--- src/rtl/pipe_stage_reg.sv ---
// Generic inter-stage pipeline register: instr, pc, valid and NLANES data lanes with stall/bubble control.
// Optional stall/bubble performance counters are compiled in with `define PIPE_REG_PERF_EN.
module pipe_stage_reg #(
  parameter int DW      = 32,
  parameter int NLANES  = 3,
  parameter int KEEP_PC = 1,
  parameter int CNT_W   = 16
) (
  input  logic                 clk,
  input  logic                 reset,
  input  logic                 WE,
  input  logic                 clr,
  input  logic [31:0]          instr_in,
  input  logic [31:0]          pc_in,
  input  logic                 valid_in,
  input  logic [NLANES*DW-1:0] data_in,
  output logic [31:0]          instr_out,
  output logic [31:0]          pc_out,
  output logic                 valid_out,
  output logic [NLANES*DW-1:0] data_out,
  output logic [CNT_W-1:0]     stall_cnt,
  output logic [CNT_W-1:0]     bubble_cnt
);

  // Slot semantics: valid_out qualifies the slot as a real instruction. There is no
  // ready; WE=0 is the downstream stall and clr=1 overrides it with a nop bubble.
  logic [31:0]          instr_q, instr_d;
  logic [31:0]          pc_q, pc_d;
  logic                 valid_q, valid_d;
  logic [NLANES*DW-1:0] data_q, data_d;

  always_comb begin
    instr_d = instr_q;
    pc_d    = pc_q;
    valid_d = valid_q;
    data_d  = data_q;
    if (clr) begin
      // pc survives the bubble when KEEP_PC so the slot still has an EPC candidate
      instr_d = '0;
      pc_d    = (KEEP_PC != 0) ? pc_in : '0;
      valid_d = 1'b0;
      data_d  = '0;
    end else if (WE) begin
      instr_d = instr_in;
      pc_d    = pc_in;
      valid_d = valid_in;
      data_d  = data_in;
    end
  end

  always_ff @(posedge clk) begin
    if (reset) begin
      instr_q <= '0;
      pc_q    <= '0;
      valid_q <= 1'b0;
      data_q  <= '0;
    end else begin
      instr_q <= instr_d;
      pc_q    <= pc_d;
      valid_q <= valid_d;
      data_q  <= data_d;
    end
  end

  assign instr_out = instr_q;
  assign pc_out    = pc_q;
  assign valid_out = valid_q;
  assign data_out  = data_q;

`ifdef PIPE_REG_PERF_EN
  localparam logic [CNT_W-1:0] CNT_MAX = '1;
  localparam logic [CNT_W-1:0] CNT_ONE = {{(CNT_W-1){1'b0}}, 1'b1};

  logic [CNT_W-1:0] stall_cnt_q, stall_cnt_d;
  logic [CNT_W-1:0] bubble_cnt_q, bubble_cnt_d;

  // Saturating counters; a held bubble (valid_q=0) is not a stall
  always_comb begin
    stall_cnt_d  = stall_cnt_q;
    bubble_cnt_d = bubble_cnt_q;
    if (clr) begin
      if (bubble_cnt_q != CNT_MAX) bubble_cnt_d = bubble_cnt_q + CNT_ONE;
    end else if (!WE && valid_q) begin
      if (stall_cnt_q != CNT_MAX) stall_cnt_d = stall_cnt_q + CNT_ONE;
    end
  end

  always_ff @(posedge clk) begin
    if (reset) begin
      stall_cnt_q  <= '0;
      bubble_cnt_q <= '0;
    end else begin
      stall_cnt_q  <= stall_cnt_d;
      bubble_cnt_q <= bubble_cnt_d;
    end
  end

  assign stall_cnt  = stall_cnt_q;
  assign bubble_cnt = bubble_cnt_q;
`else
  assign stall_cnt  = '0;
  assign bubble_cnt = '0;
`endif

endmodule

--- config.mk ---
export PLATFORM = sky130hd
export DESIGN_NAME = pipe_stage_reg
export DESIGN_NICKNAME = d
export VERILOG_FILES = /design/src/rtl/pipe_stage_reg.sv
export SDC_FILE = /design/constraint.sdc
export NUM_CORES = 1
export LEC_CHECK = 0
export ABC_AREA = 0
export CAP_MARGIN = 20
export CORE_AREA = 2 2 139 141
export CTS_CLUSTER_DIAMETER = 80
export DETAILED_ROUTE_END_ITERATION = 7
export DIE_AREA = 0 0 141 143
export DONT_BUFFER_PORTS = 1
export GPL_TIMING_DRIVEN = 0
export PLACE_DENSITY = 0.45
export SYNTH_ARGS = -nofsm -noshare
export SYNTH_HDL_FRONTEND = slang
export SYNTH_SLANG_ARGS = --single-unit
--- constraint.sdc ---
create_clock -name clk -period 1.41 [get_ports clk]
set_clock_uncertainty 0.2 [all_clocks]
set_input_delay 0.2115 -clock clk [delete_from_list [all_inputs] [get_ports clk]]
set_output_delay 0.2115 -clock clk [all_outputs]
set_load 0.01 [all_outputs]
==> results.py, run 1 <==
metrics = {
    "outcome": {
        "status": "finished clean",
    },
    "critical_path": {
        "crit_required_ps": 1540,
        "cp-start-kind": "input port",
        "crit_family": "buffers and inverters",
        "path_cells": "buf_6, dlygate4sd3_1, or3b_1, a21oi_1",
        "r2r_slack_ps": 180,
        "crit_type": "input port to flop",
        "crit_buf_inv": 2,
        "crit_arrival_ps": 1510,
        "endpoint_kind": "flop",
        "r2r-end": "pc_out[4]$_SDFFE_PP0P_",
        "slowest_delay_ps": 620,
        "cp.depth": 4,
        "r2r_start": "pc_out[4]$_SDFFE_PP0P_",
        "cpMaxStageDelayCell": "dlygate4sd3_1",
        "crit_path_end": "pc_out[4]$_SDFFE_PP0P_",
        "critPathLaunch": "WE",
        "reg2reg_depth": 2,
        "path_max_fanout": 6,
    },
    "global_route": {
        "antenna_found_initial": 0,
        "grt_pass1_wl_mm": 27.1,
        "grt_pass1_vias": 5195,
        "grt_overflow": 0,
        "grt_usage": 0.171,
        "grt_max_degree": 17,
    },
    "synth": {
        "ys_seq_area_frac": 0.521,
        "synth_cell_types": 13,
        "yosys_register_bits": 161,
        "ys_warn_count": 0,
        "synth_area_um2": 6190,
        "synthesis.instances": 595,
        "synth_area_per_cell_um2": 10.4,
    },
    "power": {
        "clkPwrFrac": 0.428,
        "leakage_nw": 3.79,
        "p_int_w": 0.00802,
        "power.density_nw_per_um2": 1210,
        "combPwrFrac": 0.109,
        "switching_share": 0.249,
        "switchingPower_w": 0.00266,
        "ir_drop_uv": 755,
        "seqPwrFrac": 0.463,
    },
    "clocking": {
        "htree_levels": 4,
        "clk_pin_slew_ps": 60,
        "cts_setup_buffers": 0,
        "cts_hold_buf": 164,
        "clock-sinks": 161,
        "ctsResizeCount": 0,
        "cts_tree": "yes",
        "cts-root-buf": "clkbuf_16",
        "clock_latency_ps": 420,
        "cts_max_path_buffers": 2,
        "cts_inserted_buffers": 17,
    },
    "sta": {
        "finalCritPeriodShare": 0.976,
        "drv_slew": 0,
        "rsz0062_at_grt": "false",
        "fmaxAchievable_mhz": 727,
        "setup_tns_ps": 0,
        "final-setup-viol-count": 0,
        "period_minus_slack_ps": 1380,
        "hold_violations": 0,
    },
    "floorplan": {
        "core_area_um2": 18600,
        "initial_core_util": 0.333,
        "die_h_um": 143,
        "die_w_um": 141,
        "io_pins": 358,
        "die_area_um2": 20200,
        "rows": 50,
    },
    "drt": {
        "drt-pass1-iter-count": 4,
        "vias": 4845,
        "routedWlPerCell_um": 16.9,
        "drc": 0,
        "ant_nets": 0,
        "first_iter_violations": 112,
        "wirelength_mm": 17.9,
        "viasPerCell": 4.59,
    },
    "final_layout": {
        "post-route-util": 0.475,
        "nets": 974,
        "seq_area_um2": 3220,
        "fillCellCount": 1674,
        "syn_to_final_growth_pct": 42.6,
        "final_common_cell": "dlygate4sd3_1",
        "drive_gt1_frac": 0.120,
        "insertedDiodeCount": 0,
        "layout_common_cells": "164 x dlygate4sd3_1, 161 x dfxtp_1, 129 x mux2i_1, 129 x nor2_1",
        "multi_input_area_um2": 2500,
    },
    "flow_run": {
        "cap_violations": 0,
    },
    "hold_path": {
        "hold_path.class": "input port to flop",
        "hp-start": "WE",
    },
    "placed_design": {
        "dpl.hpwl_mm": 12.6,
        "portBuffers": 0,
        "gp_congestion": 0.748,
    },
}
-- registers in the layout, indices dropped and copies added (netlist names) --
name,count
instr_out,32
pc_out,32
data_out,96
valid_out,1
-- worst min-delay path by stage --
stage                                     end  slack (ps)  cells after the start
detailed placement  data_out[80]$_SDFFE_PP0P_         170                      2
finish                pc_out[12]$_SDFFE_PP0P_          20                      4
floorplan           data_out[10]$_SDFFE_PP0P_         160                      2
CTS                    pc_out[5]$_SDFFE_PP0P_           6                      4
global placement    data_out[95]$_SDFFE_PP0P_         160                      2
global route          pc_out[23]$_SDFFE_PP0P_          30                      4
-- metal layers --
layer	track usage	share of wire	wire, um	vias to the layer above
li1	-	-	-	2363
met1	0.175	0.37	6620	2219
met2	0.309	0.51	9180	235
met3	0.0724	0.094	1690	28
met4	0.0679	0.022	394	0
met5	0	0	0	-
-- stage by stage --
stage	total power (W)	hold slack, ps	worst slack, ps	instance area [um2]	std cells
3_5_place_dp	0.00582	169	-103	6600	860
2_1_floorplan	0.00565	159	162	6300	626
4_1_cts	0.0108	6.13	77.8	8820	1056
6_report	0.0107	23.1	34.3	8820	1056
5_1_grt	0.0111	26.8	29.9	8820	1056
3_3_place_gp	0.00581	160	-72.6	6600	860
-- worst register-to-register path: cells and delay by family, from the launching register on --
kind / cells / cell delay, ps
flops: 1 / 420
simple gates: 1 / 380
compound gates: 1 / 160
-- cell type report --
class | instances | share of cell area
Timing Repair Buffer | 164 | 0.186
Multi-Input combinational cell | 387 | 0.284
Sequential cell | 161 | 0.365
Clock buffer | 17 | 0.0482
Tap cell | 234 | 0.0332
Buffer | 78 | 0.0651
Clock inverter | 15 | 0.0179
-- power by group through the flow --
| stage | clock network [W] | registers (W) | logic (W) |
|---|---|---|---|
| after detailed placement | 0 | 0.00505 | 0.000777 |
| after global placement | 0 | 0.00505 | 0.000758 |
| final | 0.00457 | 0.00495 | 0.00116 |
| after CTS | 0.00471 | 0.00495 | 0.00116 |
| after global routing | 0.00490 | 0.00496 | 0.00127 |
| after floorplan | 0 | 0.00499 | 0.000660 |
-- cell families after synthesis --
| logic type | after synthesis | share of synthesized area |
|---|---|---|
| mux | 129 | 0.209 |
| flops | 161 | 0.521 |
| compound gates | 64 | 0.0518 |
| buf+inv | 78 | 0.0928 |
| simple gates | 162 | 0.125 |
| other cells | 1 | 0.000606 |
-- cell usage after synthesis, drive strengths merged --
master    n  area [um2]
a21oi    32         160
mux2i   129        1290
conb      1        3.75
clkbuf   12        45.0
or3b     32         280
o21ai    32         160
buf      66         529
or2       1        8.76
dfxtp   161        3220
nor2    129         484
(Power assumes the default switching activity.)
==> run 2: changes to the inputs <==
--- a/config.mk
+++ b/config.mk
@@ -7,13 +7,15 @@
 export LEC_CHECK = 0
 export ABC_AREA = 0
 export CAP_MARGIN = 20
-export CORE_AREA = 2 2 139 141
+export CELL_PAD_IN_SITES_DETAIL_PLACEMENT = 1
+export CELL_PAD_IN_SITES_GLOBAL_PLACEMENT = 2
+export CORE_ASPECT_RATIO = 0.6
+export CORE_MARGIN = 1.5
+export CORE_UTILIZATION = 21
 export CTS_CLUSTER_DIAMETER = 80
 export DETAILED_ROUTE_END_ITERATION = 7
-export DIE_AREA = 0 0 141 143
-export DONT_BUFFER_PORTS = 1
 export GPL_TIMING_DRIVEN = 0
-export PLACE_DENSITY = 0.45
+export PLACE_DENSITY = 0.77
 export SYNTH_ARGS = -nofsm -noshare
 export SYNTH_HDL_FRONTEND = slang
 export SYNTH_SLANG_ARGS = --single-unit
==> results.py, run 2 (synthesis gave the netlist of run 1 again) <==
metrics = {
    "hold_path": {
        "hold_path.class": "input port to flop",
        "hp-start": "WE",
    },
    "critical_path": {
        "cpMaxStageDelayCell": "dlygate4sd3_1",
        "crit_buf_inv": 2,
        "r2r_start": "pc_out[10]$_SDFFE_PP0P_",
        "crit_type": "input port to flop",
        "crit_arrival_ps": 1550,
        "critPathLaunch": "WE",
        "endpoint_kind": "flop",
        "path_cells": "buf_6, dlygate4sd3_1, or3b_1, a21oi_1",
        "path_max_fanout": 6,
        "crit_family": "buffers and inverters",
        "slowest_delay_ps": 670,
        "cp-start-kind": "input port",
        "crit_required_ps": 1570,
    },
    "final_layout": {
        "final_common_cell": "buf_2",
        "fillCellCount": 3360,
        "layout_common_cells": "171 x buf_2, 162 x clkdlybuf4s50_1, 145 x dfxtp_1",
        "post-route-util": 0.346,
        "syn_to_final_growth_pct": 61.0,
        "drive_gt1_frac": 0.284,
        "largest_reg_flops": 96,
        "nets": 1135,
    },
    "clocking": {
        "cts_inserted_buffers": 17,
        "cts_max_path_buffers": 2,
        "clk_pin_slew_ps": 70,
        "cts_tree": "yes",
        "cts-root-buf": "clkbuf_16",
        "htree_levels": 4,
        "clock-sinks": 161,
        "clock_latency_ps": 430,
    },
    "sta": {
        "hold_violations": 0,
        "worst_pin_slew_ps": 539,
        "fin_ws_ps": 19.0,
        "period_minus_slack_ps": 1390,
        "final-setup-viol-count": 0,
        "fmaxAchievable_mhz": 719,
        "finalCritPeriodShare": 0.987,
        "rsz0062_at_grt": "false",
        "drv_slew": 0,
        "holdWs_ps": 43.1,
        "slew_headroom": 0.641,
    },
    "power": {
        "power.density_nw_per_um2": 1200,
        "ir_drop_uv": 723,
        "leakage_nw": 4.69,
        "fin_total_pwr_w": 0.0120,
    },
    "drt": {
        "viasPerCell": 3.99,
        "ant_nets": 0,
        "wirelength_mm": 23.3,
        "first_iter_violations": 126,
        "drc": 0,
        "drt-pass1-iter-count": 4,
        "vias": 5429,
        "routedWlPerCell_um": 17.1,
    },
    "global_route": {
        "grt_usage": 0.151,
        "antenna_found_initial": 1,
        "grt_pass1_vias": 5712,
        "grt_max_degree": 17,
        "grt_pass1_wl_mm": 34.6,
        "grt_overflow": 0,
    },
    "floorplan": {
        "initial_core_util": 0.215,
        "core_area_um2": 28800,
        "die_h_um": 136,
        "rows": 48,
        "die_w_um": 225,
        "io_pins": 358,
        "die_area_um2": 30500,
    },
    "placed_design": {
        "gp_congestion": 0.728,
        "portBuffers": 323,
        "dpl.hpwl_mm": 17.8,
        "place_ws_ps": -594,
    },
    "outcome": {
        "status": "finished clean",
    },
    "flow_run": {
        "cap_violations": 0,
    },
}
## run 2: cell types whose count changed in the layout (fill, tap and decap cells not counted), sizes merged, moves of 3 or more
cell / previous run / this run
clkdlybuf4s50: 0 / 162
dlygate4sd3: 164 / 2
buf: 66 / 224
clkbuf: 29 / 35
bufinv: 2 / 7
clkinvlp: 4 / 0
inv: 5 / 2
## run 2: metal layers
| metal | track usage | share of wire | vias up |
|---|---|---|---|
| met5 | 0 | 0 | - |
| met4 | 0.0362 | 0.010 | 0 |
| met3 | 0.0577 | 0.070 | 16 |
| met2 | 0.232 | 0.45 | 149 |
| met1 | 0.199 | 0.47 | 2570 |
| li1 | - | - | 2694 |
## run 2: timing repair
action / 4_1_cts / 5_1_grt
hold endpoints to repair: 6 / 6
gates resized for setup: 663 / 13
gates cloned: 0 / 0
pin swaps: 0 / 0
hold buffers: 2 / 1
setup buffers: 0 / 0
setup endpoints to repair: 178 / 46
## run 2: through the flow
step           TNS (ps)  instance area, um2  std cells
2_1_floorplan         0                6300        626
3_3_place_gp     -50080               10000       1324
3_5_place_dp     -53730               10000       1324
4_1_cts               0                9940       1358
5_1_grt               0                9960       1359
6_report              0                9960       1359
## run 2: power breakdown
group	switching, W	total [W]	internal [W]
clock	0.00201	0.00558	0.00357
sequential	0.0000806	0.00481	0.00473
combinational	0.000699	0.00158	0.000877
total	0.00279	0.0120	0.00918
## run 2: final cells by class
cell class                 instances  area (um2)  share of cell area
antenna                            1        2.50            0.000251
sequential                       161        3240               0.326
buffer                            78         596              0.0598
multi-input combinational        387        2500               0.251
tap                              375         469              0.0471
timing repair buffer             325        2450               0.246
clock inverter                    12         253              0.0254
clock buffer                      20         447              0.0448
## run 2: path summary, 6_finish.rpt
| kind | endpoint | slack (ps) | depth (start not counted) |
|---|---|---|---|
| worst min-delay path | pc_out[19]$_SDFFE_PP0P_ | 40 | 4 |
| worst min register to register | data_out[25]$_SDFFE_PP0P_ | 280 | 2 |
| worst max register to register | pc_out[10]$_SDFFE_PP0P_ | 310 | 2 |
| worst max-delay path | pc_out[31]$_SDFFE_PP0P_ | 20 | 4 |
## run 2: worst reg2reg max path, cell delays in order, from the launching register on
cell and delay, ps:
dfxtp_1 330, or3b_1 360, a21oi_1 140
==> run 3: changes to the inputs <==
--- a/config.mk
+++ b/config.mk
@@ -6,16 +6,16 @@
 export NUM_CORES = 1
 export LEC_CHECK = 0
 export ABC_AREA = 0
-export CAP_MARGIN = 20
 export CELL_PAD_IN_SITES_DETAIL_PLACEMENT = 1
 export CELL_PAD_IN_SITES_GLOBAL_PLACEMENT = 2
 export CORE_ASPECT_RATIO = 0.6
 export CORE_MARGIN = 1.5
 export CORE_UTILIZATION = 21
-export CTS_CLUSTER_DIAMETER = 80
+export CTS_CLUSTER_DIAMETER = 50
 export DETAILED_ROUTE_END_ITERATION = 7
 export GPL_TIMING_DRIVEN = 0
 export PLACE_DENSITY = 0.77
+export SLEW_MARGIN = 20
 export SYNTH_ARGS = -nofsm -noshare
 export SYNTH_HDL_FRONTEND = slang
 export SYNTH_SLANG_ARGS = --single-unit
==> results of run 3 <==
Same layout as run 2: the final DEF is identical, and so are final timing and power.
==> patch, RTL diff (config.mk and constraints of run 2) <==
Set the parameter `NLANES` to 5 (it was 3).
--- a/src/rtl/pipe_stage_reg.sv
+++ b/src/rtl/pipe_stage_reg.sv
@@ -2,7 +2,7 @@
 // Optional stall/bubble performance counters are compiled in with `define PIPE_REG_PERF_EN.
 module pipe_stage_reg #(
   parameter int DW      = 32,
-  parameter int NLANES  = 3,
+  parameter int NLANES  = 5,
   parameter int KEEP_PC = 1,
   parameter int CNT_W   = 16
 ) (
Interface: changed (resized data_in and data_out); port bits go from 358 to 486. The function was not compared with the original's and may differ.
==> patch against run 2 <==
  * The flow now finishes with violations (negative hold slack)
  * Cell area is 55% higher
  * Sequential cell count is 64 higher
  * Setup slack worse by 0.017 ns
  * Register-to-register slack worse by 0.20 ns
  * Total power is 32% higher
  * Utilization is 4.5 points higher
  * Synthesized area is 38% higher
  * Routed wire length is 49% higher
  * Global-route usage is 0.58 points higher
==> patch: results (changes against run 2) <==
status: "complete, but fails checks"
violations: "negative hold slack"
grt_pass1_vias: 7995  # +40%
synth_common_cells: "225 x dfxtp_1, 193 x mux2i_1, 193 x nor2_1, 40 x buf_4, 36 x buf_6"
critical_path.top_delay_family: "flip-flops"
r2r_start: "pc_out[23]"
dpl_cell_area_sq_um: 13830  # +38%
drt-initial-drc-count: 220  # +75%
slowest_delay_ns: 0.35  # -0.32 ns
wl_per_cell_um: 18.34  # +7.2%
synthDistinctLibCells: 14  # +1
crit_path_max_fanout: 2  # -4
route.vias.total: 7538  # +39%
largest_reg_flops: 160  # +67%
cp.arrival_ns: 1.00  # -0.55 ns
grt_max_degree: 14  # -3
cts_made_buffers: 25  # +8
fill_cells: 4373  # +30%
synthTopCellsByArea: "dfxtp_1 53%, mux2i_1 23%, nor2_1 8.5%, buf_6 4.7%, buf_4 3.5%"
whs_ns: -0.008790  # -0.05193 ns
hold_class: "primary input to register"
hold_viol: 2  # +2
ctsLongestPathBuffers: 3  # +1
gp_congestion: 0.7434  # +2.1%
htree_levels: 1  # -3
slew_headroom_pct: 60.00  # -4.1 points
nets: 1573  # +39%
crit_start: "data_out[158]"
grt_pass1_wl_um: 50890  # +47%
yosysSeqAreaShare_pct: 52.72  # +0.61 points
clock_latency_ns: 0.52  # +0.09 ns
dp_hpwl_um: 26230  # +48%
place_ws_ns: -0.5443  # +0.04942 ns
row_count: 56  # +17%
track_usage_pct: 15.71  # +0.58 points
[patch: changes by cell type after synthesis, moves of 2 or more]
cell and delta:
buf_6 +17, buf_2 -13, buf_1 +2, buf_4 +8, nor2_1 +64, mux2i_1 +64
o21ai_1 +21, dfxtp_1 +64, o21ai_0 -21
[patch: per-stage QoR]
| step | utilization [%] | instances |
|---|---|---|
| floorplan | - | 833 |
| global placement | 34.93 | 1806 |
| detailed placement | 34.93 | 1806 |
| CTS | 38.67 | 1864 |
| global route | 39.07 | 1884 |
| finish | 39.07 | 1884 |
[patch: worst paths after layout]
check                                endpoint  slack, ns  cells past startpoint
worst max-delay path            data_out[158]      0.002                      1
worst min-delay path                pc_out[0]     -0.009                      4
worst max register to register     pc_out[23]       0.11                      4
worst min register to register   data_out[48]       0.29                      2
[patch: per-layer routing]
| layer | part of all wire [%] | routed length, um | global-route usage, % |
|---|---|---|---|
| met1 | 43 | 14720 | 19.14 |
| met2 | 49 | 16900 | 27.02 |
| met3 | 6.4 | 2200 | 4.887 |
| met4 | 2.1 | 722 | 3.600 |
| met5 | 0 | 0 | 0 |
[patch: cells by family (layout without fill, tap and decap cells)]
family,Yosys count,in the layout,share of synthesized area [%]
other,1,34,0.04389
buffers and inverters,93,620,9.050
AOI/OAI and AO/OA,64,64,3.749
DFF,225,225,52.72
muxes,193,193,22.61
and+or+nand+nor,226,226,11.83
[patch: layout make-up]
cell class | instances | area share, %
tap | 522 | 4.223
sequential | 225 | 30.98
antenna | 2 | 0.03236
clock inverter | 4 | 0.3317
timing repair buffer | 484 | 32.74
buffer | 93 | 5.048
multi-input combinational | 515 | 21.88
clock buffer | 39 | 4.773
[patch: what timing repair did]
item / 4_1_cts / 5_1_grt
setup endpoints to repair: 225 / 213
endpoints found under the hold margin: 23 / 7
resized for setup: 1384 / 11
hold buffers: 5 / 4
buffers inserted: 10 / 15
[patch: power by group]
part | total (mW) | internal (mW) | switching (mW)
Sequential | 6.81 | 6.64 | 0.171
Clock | 6.47 | 3.76 | 2.71
Combinational | 2.46 | 1.51 | 0.958
